`config.mk`:
```
export PLATFORM = sky130hd
export DESIGN_NAME = shift_rows_pipe
export DESIGN_NICKNAME = d
export VERILOG_FILES = /design/src/rtl/shift_rows_pipe_pkg.sv /design/src/rtl/shift_rows_pipe_perm.sv /design/src/rtl/shift_rows_pipe.sv
export SDC_FILE = /design/constraint.sdc
export NUM_CORES = 1
export LEC_CHECK = 0
export CAP_MARGIN = 25
export CELL_PAD_IN_SITES_DETAIL_PLACEMENT = 1
export CELL_PAD_IN_SITES_GLOBAL_PLACEMENT = 2
export CORE_MARGIN = 3
export CORE_UTILIZATION = 34
export CTS_CLUSTER_DIAMETER = 120
export DETAILED_ROUTE_END_ITERATION = 7
export PLACE_DENSITY_LB_ADDON = 0.12
export SLEW_MARGIN = 10
export SYNTH_ARGS = -nofsm -noshare
export SYNTH_HDL_FRONTEND = slang
export SYNTH_SLANG_ARGS = --single-unit
```
`constraint.sdc`:
```
create_clock -name clk -period 1.8 [get_ports clk]
set_input_delay 0.45 -clock clk [delete_from_list [all_inputs] [get_ports clk]]
set_output_delay 0.45 -clock clk [all_outputs]
set_load 0.02 [all_outputs]
```
`src/rtl/shift_rows_pipe_pkg.sv`:
```
// Shared definitions for the ShiftRows pipeline: row offsets, byte placement
// and the legal parameter ranges.
package shift_rows_pipe_pkg;

   localparam int ROWS = 4;

   // Rijndael row offsets; wide (NB=8) states skip offset 2.
   function automatic int off(input int nb, input int r);
      if (nb == 8 && r >= 2) return r + 1;
      return r;
   endfunction

   function automatic int byte_idx(input int c, input int r);
      return ROWS * c + r;
   endfunction

   function automatic bit nb_ok(input int nb);
      return (nb == 4) || (nb == 6) || (nb == 8);
   endfunction

   function automatic bit depth_ok(input int depth);
      return (depth >= 1) && (depth <= 4);
   endfunction

endpackage

```
`src/rtl/shift_rows_pipe_perm.sv`:
```
// Combinational ShiftRows / InvShiftRows byte permutation for an NB-column state.
module shift_rows_perm
   import shift_rows_pipe_pkg::*;
#(
   parameter int NB = 4
) (
   input  logic [32*NB-1:0] data_in,
   input  logic             inv,
   output logic [32*NB-1:0] data_out
);

   localparam int W = 32 * NB;

   for (genvar c = 0; c < NB; c++) begin : g_col
      for (genvar r = 0; r < ROWS; r++) begin : g_row
         localparam int FWD_SRC = (c + off(NB, r)) % NB;
         localparam int INV_SRC = (c - off(NB, r) + NB) % NB;
         localparam int DST     = W - 1 - 8 * byte_idx(c, r);
         localparam int FWD_BIT = W - 1 - 8 * byte_idx(FWD_SRC, r);
         localparam int INV_BIT = W - 1 - 8 * byte_idx(INV_SRC, r);

         assign data_out[DST -: 8] = inv ? data_in[INV_BIT -: 8] : data_in[FWD_BIT -: 8];
      end
   end

endmodule

```
`src/rtl/shift_rows_pipe.sv`:
```
// ShiftRows permutation followed by a DEPTH-stage valid/ready pipeline that
// carries a sideband tag and counts delivered blocks.
module shift_rows_pipe
   import shift_rows_pipe_pkg::*;
#(
   parameter int NB    = 4,
   parameter int DEPTH = 2,
   parameter int TAG_W = 4
) (
   input  logic                 clk,
   input  logic                 rst_n,
   input  logic                 flush,
   input  logic                 in_valid,
   output logic                 in_ready,
   input  logic                 in_inv,
   input  logic [32*NB-1:0]     in_data,
   input  logic [TAG_W-1:0]     in_tag,
   output logic                 out_valid,
   input  logic                 out_ready,
   output logic [32*NB-1:0]     out_data,
   output logic [TAG_W-1:0]     out_tag,
   output logic [15:0]          blk_count
);

   localparam int W = 32 * NB;

   if (!nb_ok(NB)) begin : g_bad_nb
      $error("shift_rows_pipe: NB must be 4, 6 or 8");
   end
   if (!depth_ok(DEPTH)) begin : g_bad_depth
      $error("shift_rows_pipe: DEPTH must be in 1..4");
   end

   logic [W-1:0]     w_perm;
   logic [DEPTH-1:0] w_load;
   logic [DEPTH-1:0] r_vld;
   logic [W-1:0]     r_data [DEPTH];
   logic [TAG_W-1:0] r_tag  [DEPTH];
   logic [15:0]      r_blk_cnt;

   shift_rows_perm #(.NB(NB)) u_perm (
      .data_in  (in_data),
      .inv      (in_inv),
      .data_out (w_perm)
   );

   // A stage may load if it or any stage after it has room, or the sink takes the head.
   always_comb begin
      logic v_room;
      v_room = out_ready;
      w_load = '0;
      for (int i = DEPTH - 1; i >= 0; i--) begin
         v_room    = v_room || !r_vld[i];
         w_load[i] = v_room;
      end
   end

   assign in_ready = rst_n && !flush && w_load[0];

   always_ff @(posedge clk or negedge rst_n) begin
      if (!rst_n) begin
         r_vld     <= '0;
         r_blk_cnt <= '0;
         for (int i = 0; i < DEPTH; i++) begin
            r_data[i] <= '0;
            r_tag[i]  <= '0;
         end
      end else if (flush) begin
         r_vld <= '0;
      end else begin
         if (r_vld[DEPTH-1] && out_ready) begin
            r_blk_cnt <= r_blk_cnt + 16'd1;
         end
         if (w_load[0]) begin
            r_vld[0] <= in_valid;
            if (in_valid) begin
               r_data[0] <= w_perm;
               r_tag[0]  <= in_tag;
            end
         end
         for (int i = 1; i < DEPTH; i++) begin
            if (w_load[i]) begin
               r_vld[i] <= r_vld[i-1];
               if (r_vld[i-1]) begin
                  r_data[i] <= r_data[i-1];
                  r_tag[i]  <= r_tag[i-1];
               end
            end
         end
      end
   end

   assign out_valid = r_vld[DEPTH-1];
   assign out_data  = r_data[DEPTH-1];
   assign out_tag   = r_tag[DEPTH-1];
   assign blk_count = r_blk_cnt;

endmodule

```
==> key figures, run 1 <==
Outcome
  – Status: finished with violations
  – Failing checks: setup timing

Setup path
  – Critical Path Fanout Max: 6
  – CP max stage cell: dfrtp_1
  – Max incr delay on CP: 0.38 ns
  – WP data arrival: 2.26 ns
  – CP dominant cell by count: buf_12
  – Worst Path Class, Setup: reg2reg
  – CP endpoint kind: flop
  – Critical-path cell list: nor2b_4 > buf_6 > a211oi_4 > buf_6 > buf_12 > buf_12 > buf_12 > mux2_4
  – WP data required: 2.18 ns
  – Setup crit start: r_vld[1]
  – Reg-to-reg startpoint: r_vld[1]
  – Startpoint kind of the worst setup timing path: flop

Timing
  – Final hold vios: 0
  – Max Slew Vio Count: 0
  – RSZ-0062 raised after global routing: yes
  – Fmax: 0.532 GHz
  – Worst slew margin: 41.3%
  – Final period utilization: 104%
  – Worst hold slack: 0.0716 ns
  – Worst setup margin: -0.0785 ns
  – Worst-margin pin slew: 0.881 ns
  – Setup violators final: 144
  – Tmin final: 1.88 ns
  – Clock skew: 0.00775 ns
  – Setup TNS: -3.09 ns

Floorplan
  – Cell Rows: 69
  – Width of the die: 197 um
  – Die footprint: 38900 um2
  – Die H: 197 um
  – Initial Util: 34.7%
  – Core area: 35800 um2
  – IO Pins: 288

Power
  – P_leak: 8.12 nW
  – Sw power: 6.18 mW
  – VDD IR max: 0.000724 V
  – Power Dens Cells: 1210 nW/um2
  – Clock Power Share: 32.8%
  – Sw Ratio: 29.2%
  – Internal power: 15.0 mW
  – Reg power frac: 40.4%
  – Combinational share of power: 26.8%

Synthesis
  – Synth cell types: 27
  – Synthesized area per cell: 13.8 um2
  – Post-Synthesis Cell Area: 12400 um2
  – Net Count, Synth: 1041
  – Synth area leader: dfrtp_1
  – Top cell type's share of synthesized area: 56.8%
  – Post-synth top flop: dfrtp_1
  – Post-Syn Instances: 902
  – EDFF count, synth: 0
  – Synth warnings: 0
  – Largest cells by area after synthesis: dfrtp_1 57%, mux2_2 11%, mux2_4 9.7%
  – Async SR Flop Fraction: 100%
  – Yosys reg bits: 282
  – Sequential fraction of the synthesis area: 56.8%

Global route
  – Number of global-route vias before repair: 8213
  – Global-route wire length before repair: 50700 um
  – Initial antenna violation count: 4
  – Grt ovf: 0
  – Pin count of the biggest net entering global routing: 153
  – GR Util All Layers: 16.9%

Final layout
  – Most common cell after layout, fill and taps aside: dfrtp_1
  – Ratio of cells with drive above 1 in the final layout: 35.2%
  – Diodes inserted: 0
  – Fillers: 3566
  – Final nets: 1272
  – Commonest cells after routing, fill and taps aside: 282 x dfrtp_1, 150 x mux2_4, 145 x dlygate4sd2_1
  – Area Growth Syn to Fin: 41.1%

Clock network
  – H-tree levels: 2
  – Number of hold buffers added after cts: 0
  – Clock Path Buffers: 3
  – CTS tree: yes
  – CTS sink count: 282
  – Clock latency on the worst-skew pair: 0.50 ns
  – Cts bufs inserted: 35
  – Clk slew on worst S/H paths: 0.05 ns
  – Clock root cell: clkbuf_16

Placed design
  – Placer Congestion: 0.703
  – # port buffers: 287
  – DPL Wire Length: 20200 um
  – Place WS: -0.593 ns

Drt
  – Wirelength per Cell: 20.8 um
  – First-pass DRT Iterations: 4
  – Residual DRC: 0
  – Routed WL: 33700 um
  – Vias per cell: 4.64
  – Initial DRC count: 187
  – Post-DRT Antenna Nets: 0
  – DR vias: 7508

Flow run
  – Max-cap violations: 0

Hold path
  – Worst hold path type: in2async
[synthesized netlist by cell type, types with 2 or more instances]
| cell type | number |
|---|---|
| a21oi_1 | 65 |
| and3_1 | 3 |
| and4_1 | 3 |
| buf_1 | 5 |
| buf_2 | 28 |
| buf_4 | 133 |
| buf_6 | 9 |
| clkbuf_1 | 2 |
| dfrtp_1 | 282 |
| inv_1 | 2 |
| mux2_2 | 121 |
| mux2_4 | 80 |
| mux2i_1 | 64 |
| nand2_1 | 7 |
| nand3_1 | 3 |
| nand4_1 | 4 |
| nor2_1 | 68 |
| xnor2_1 | 12 |
| xor2_1 | 3 |
[worst max-delay path: cells and delay by family, from the launching register on]
family	cells	cell delay, ns
AO/OA/AOI/OAI	1	0.25
AND/OR/NAND/NOR	1	0.14
buffers and inverters	5	0.69
flip-flops	1	0.38
multiplexers	1	0.30
[registers in the layout (all words and copies together), names as in the netlist]
signal,count
out_data,128
blk_count,16
r_tag,4
r_data,128
out_tag,4
r_vld,2
[final timing paths]
check / slack (ns) / depth (start not counted) / endpoint
min in group clk: 0.47 / 1 / blk_count[15]
min reg2reg: 0.47 / 1 / blk_count[15]
max: -0.08 / 8 / r_data[202]
max reg2reg: -0.08 / 8 / r_data[202]
min: 0.07 / 3 / blk_count[0]
max in group asynchronous: 0.93 / 3 / r_data[223]
[through the flow]
| stage | cells | util, % | power, mW | cell area, um2 |
|---|---|---|---|---|
| after global placement | 1515 | 42.2 | 14.4 | 15100 |
| after detailed placement | 1515 | 42.2 | 14.5 | 15100 |
| final | 1619 | 49.0 | 21.2 | 17500 |
| after floorplan | 902 | - | 12.7 | 12400 |
| after CTS | 1623 | 48.1 | 21.3 | 17200 |
| after global routing | 1619 | 49.0 | 22.3 | 17500 |
[metal layers]
layer / routed length (um) / track usage, % / part of all wire [%] / vias to the layer above
met1: 15700 / 23.2 / 46 / 3821
li1: - / - / - / 3438
met5: 42 / 0 / 0.12 / -
met3: 2000 / 4.69 / 5.9 / 48
met2: 15500 / 27.0 / 46 / 193
met4: 487 / 3.54 / 1.4 / 8
[power groups by stage]
stage	Clock, mW	Combinational [mW]	Sequential [mW]
final	6.95	5.68	8.55
after global routing	7.51	6.06	8.77
after CTS	7.20	5.61	8.53
after detailed placement	0	5.88	8.65
after global placement	0	5.81	8.62
after floorplan	0	4.33	8.40
[cell families after synthesis]
kind of cell,Yosys count,share of synthesized area [%]
AO/OA/AOI/OAI,67,2.78
XOR/XNOR,15,1.06
adder cells (fa/ha/maj),1,0.101
buffers and inverters,179,10.2
flip-flops,282,56.8
multiplexers,265,25.8
AND/OR/NAND/NOR,93,3.29
[final cells by class]
cell class	instances	area (um2)	area share, %
clock inverter	6	55.1	0.314
clock buffer	56	1100	6.26
inverter	2	7.51	0.0428
multi-input combinational	443	4670	26.6
timing repair buffer	369	4070	23.2
sequential	282	7060	40.2
tap	461	577	3.29
[what timing repair did]
action | CTS | global route
buffers inserted | 24 | 8
pin swaps | 4 | 3
resized for setup | 254 | 147
setup endpoints to repair | 326 | 237
cloned | 22 | 6
(Power assumes the default switching activity.)
==> run 2, diff against run 1 <==
--- a/config.mk
+++ b/config.mk
@@ -5,12 +5,12 @@
 export SDC_FILE = /design/constraint.sdc
 export NUM_CORES = 1
 export LEC_CHECK = 0
-export CAP_MARGIN = 25
+export CAP_MARGIN = 10
 export CELL_PAD_IN_SITES_DETAIL_PLACEMENT = 1
 export CELL_PAD_IN_SITES_GLOBAL_PLACEMENT = 2
 export CORE_MARGIN = 3
 export CORE_UTILIZATION = 34
-export CTS_CLUSTER_DIAMETER = 120
+export CTS_CLUSTER_DIAMETER = 30
 export DETAILED_ROUTE_END_ITERATION = 7
 export PLACE_DENSITY_LB_ADDON = 0.12
 export SLEW_MARGIN = 10
==> run 2 against run 1 <==
Compared with the run above: non-clock buffer count fell by 4; routed wire length rose by 2.2%; critical path type unchanged; sequential power rose by 0.5%; critical path depth fell by 2; final area rose by 6.8%; clock skew rose by 0.0057 ns; clock-buffer cell count rose by 49; cell count rose by 4.0%; utilization rose by 3.4 points; sequential share of layout area fell by 2.6 points; clock power rose by 87%; the flow still finishes with violations (setup timing).
==> key figures, run 2 (synthesized netlist as in run 1, its figures left out) <==
Outcome
  – Failing checks: setup timing
  – Status: finished with violations

Setup path
  – Critical path's top delay family: simple AND/OR/NAND/NOR gates
  – Max incr delay on CP: 0.51 ns (+0.13 ns)
  – Critical-path cell list: nor2b_4 > buf_6 > buf_6 > or3b_4 > buf_12 > mux2_4
  – Critical Path Fanout Max: 20 (+14)
  – Worst Path Class, Setup: reg2reg
  – CP dominant cell by count: buf_6
  – WP data required: 2.24 ns (+0.06 ns)
  – CP max stage cell: or3b_4
  – Worst Path Buf+Inv: 3 (-2)
  – CP endpoint kind: flop
  – Startpoint kind of the worst setup timing path: flop
  – WP data arrival: 2.36 ns (+0.10 ns)

Timing
  – Clock skew: 0.0134 ns (+0.00568 ns)
  – Final hold vios: 0 (unchanged)
  – Worst setup margin: -0.127 ns (-0.0483 ns)
  – Tmin final: 1.93 ns (+0.0483 ns)
  – Worst hold slack: 0.0207 ns (-0.0509 ns)
  – RSZ-0062 raised after global routing: yes
  – Worst slew margin: 41.6% (+0.39 points)
  – Fmax: 0.519 GHz (-2.5%)
  – Worst-margin pin slew: 0.875 ns (-0.00580 ns)
  – Max Slew Vio Count: 0 (unchanged)
  – Final period utilization: 107% (+2.7 points)
  – Setup violators final: 171 (+19%)

Clock network
  – H-tree levels: 3 (+1)
  – CTS tree: yes
  – CTS sink count: 282 (unchanged)
  – Clk slew on worst S/H paths: 0.04 ns (about the same)
  – Clock root cell: clkbuf_16
  – Cts bufs inserted: 73 (+110%)
  – Number of hold buffers added after cts: 0 (unchanged)
  – Clock latency on the worst-skew pair: 0.56 ns (+0.06 ns)
  – Clock Path Buffers: 3 (unchanged)

Drt
  – First-pass DRT Iterations: 4 (unchanged)
  – Residual DRC: 0 (unchanged)
  – Vias per cell: 4.59 (-0.98%)
  – Routed WL: 34500 um (+2.2%)
  – Wirelength per Cell: 20.5 um (-1.7%)
  – Post-DRT Antenna Nets: 0 (unchanged)
  – DR vias: 7728 (+2.9%)
  – Initial DRC count: 243 (+30%)

Final layout
  – Commonest cells after routing, fill and taps aside: 278 x dfrtp_1, 146 x mux2_4, 135 x clkdlybuf4s50_1
  – Diodes inserted: 0 (unchanged)
  – Area Growth Syn to Fin: 50.7%
  – Fin cells: 1683 (+4.0%)
  – Final nets: 1305 (+2.6%)
  – Most common cell after layout, fill and taps aside: dfrtp_1
  – Ratio of cells with drive above 1 in the final layout: 39.4% (+4.1 points)

Power
  – Power Dens Cells: 1450 nW/um2 (+20%)
  – VDD IR max: 0.000847 V (+17%)
  – P_leak: 8.65 nW (+6.5%)

Flow run
  – Max-cap violations: 0 (unchanged)

Floorplan
  – Width of the die: 197 um (unchanged)
  – Die H: 197 um (unchanged)
  – Initial Util: 34.7% (unchanged)
  – Cell Rows: 69 (unchanged)
  – Core area: 35800 um2 (unchanged)
  – IO Pins: 288 (unchanged)
  – Die footprint: 38900 um2 (unchanged)

Global route
  – Grt ovf: 0 (unchanged)
  – Global-route wire length before repair: 51600 um (+1.6%)
  – Pin count of the biggest net entering global routing: 153 (unchanged)
  – Number of global-route vias before repair: 8605 (+4.8%)
  – GR Util All Layers: 17.3% (+0.40 points)
  – Initial antenna violation count: 5 (+1)

Hold path
  – Worst hold path type: in2async

Placed design
  – DPL Wire Length: 20200 um (unchanged)
  – Placer Congestion: 0.703 (unchanged)
  – # port buffers: 287 (unchanged)
  – Placed insts: 1515 (unchanged)
[run 2: worst paths after layout]
| kind | start | slack, ns | cells after the start | endpoint |
|---|---|---|---|---|
| worst max register to register | r_vld[1] | -0.13 | 6 | out_data[103] |
| max in group asynchronous | rst_n | 1.00 | 3 | out_data[25] |
| worst max-delay path | r_vld[1] | -0.13 | 6 | out_data[103] |
| worst min-delay path | rst_n | 0.02 | 3 | blk_count[0] |
| min in group clk | blk_count[15] | 0.47 | 1 | blk_count[15] |
| worst min register to register | blk_count[15] | 0.47 | 1 | blk_count[15] |
[run 2: tightest hold or removal path, delay by kind of cell]
| kind | cells | cell delay [ns] |
|---|---|---|
| buffers and inverters | 3 | 0.58 |
[run 2: cell type report]
| cell class | instances | area (um2) |
|---|---|---|
| Fill cell | 3479 | 17100 |
| Sequential cell | 282 | 7060 |
| Multi-Input combinational cell | 442 | 4610 |
| Timing Repair Buffer | 365 | 3990 |
| Clock buffer | 105 | 2140 |
| Tap cell | 461 | 577 |
| Clock inverter | 26 | 355 |
| Inverter | 2 | 7.51 |
[run 2: per-stage QoR]
step	utilization (%)	power, mW	instance area [um2]	TNS, ns	worst slack (ns)
2_1_floorplan	-	12.7	12400	0	0.0172
3_3_place_gp	42.2	14.4	15100	-137.56	-0.566
3_5_place_dp	42.2	14.5	15100	-140.97	-0.593
4_1_cts	51.3	27.5	18400	-12.83	-0.173
5_1_grt	52.3	28.5	18700	-18.72	-0.163
6_report	52.3	27.2	18700	-9.98	-0.127
[run 2: report_power, final]
part | switching [mW] | total (mW) | internal (mW)
sequential | 0.837 | 8.59 | 7.75
clock | 3.82 | 13.0 | 9.17
combinational | 2.70 | 5.67 | 2.96
total | 7.36 | 27.2 | 19.9
[run 2: timing repair]
item | in CTS | in global routing
buffers inserted | 21 | 6
pin swaps | 3 | 2
gates cloned | 12 | 10
endpoints found under the setup margin | 340 | 278
endpoints found under the hold margin | 0 | 0
resized for setup | 287 | 132
[run 2: routing by layer]
layer / GRT usage (%) / routed length [um] / vias up / share of wire [%]
li1: - / - / 3534 / -
met1: 22.6 / 15400 / 3907 / 45
met2: 26.6 / 16000 / 221 / 47
met3: 6.99 / 2360 / 56 / 6.9
met4: 5.15 / 625 / 10 / 1.8
met5: 0 / 51 / - / 0.15
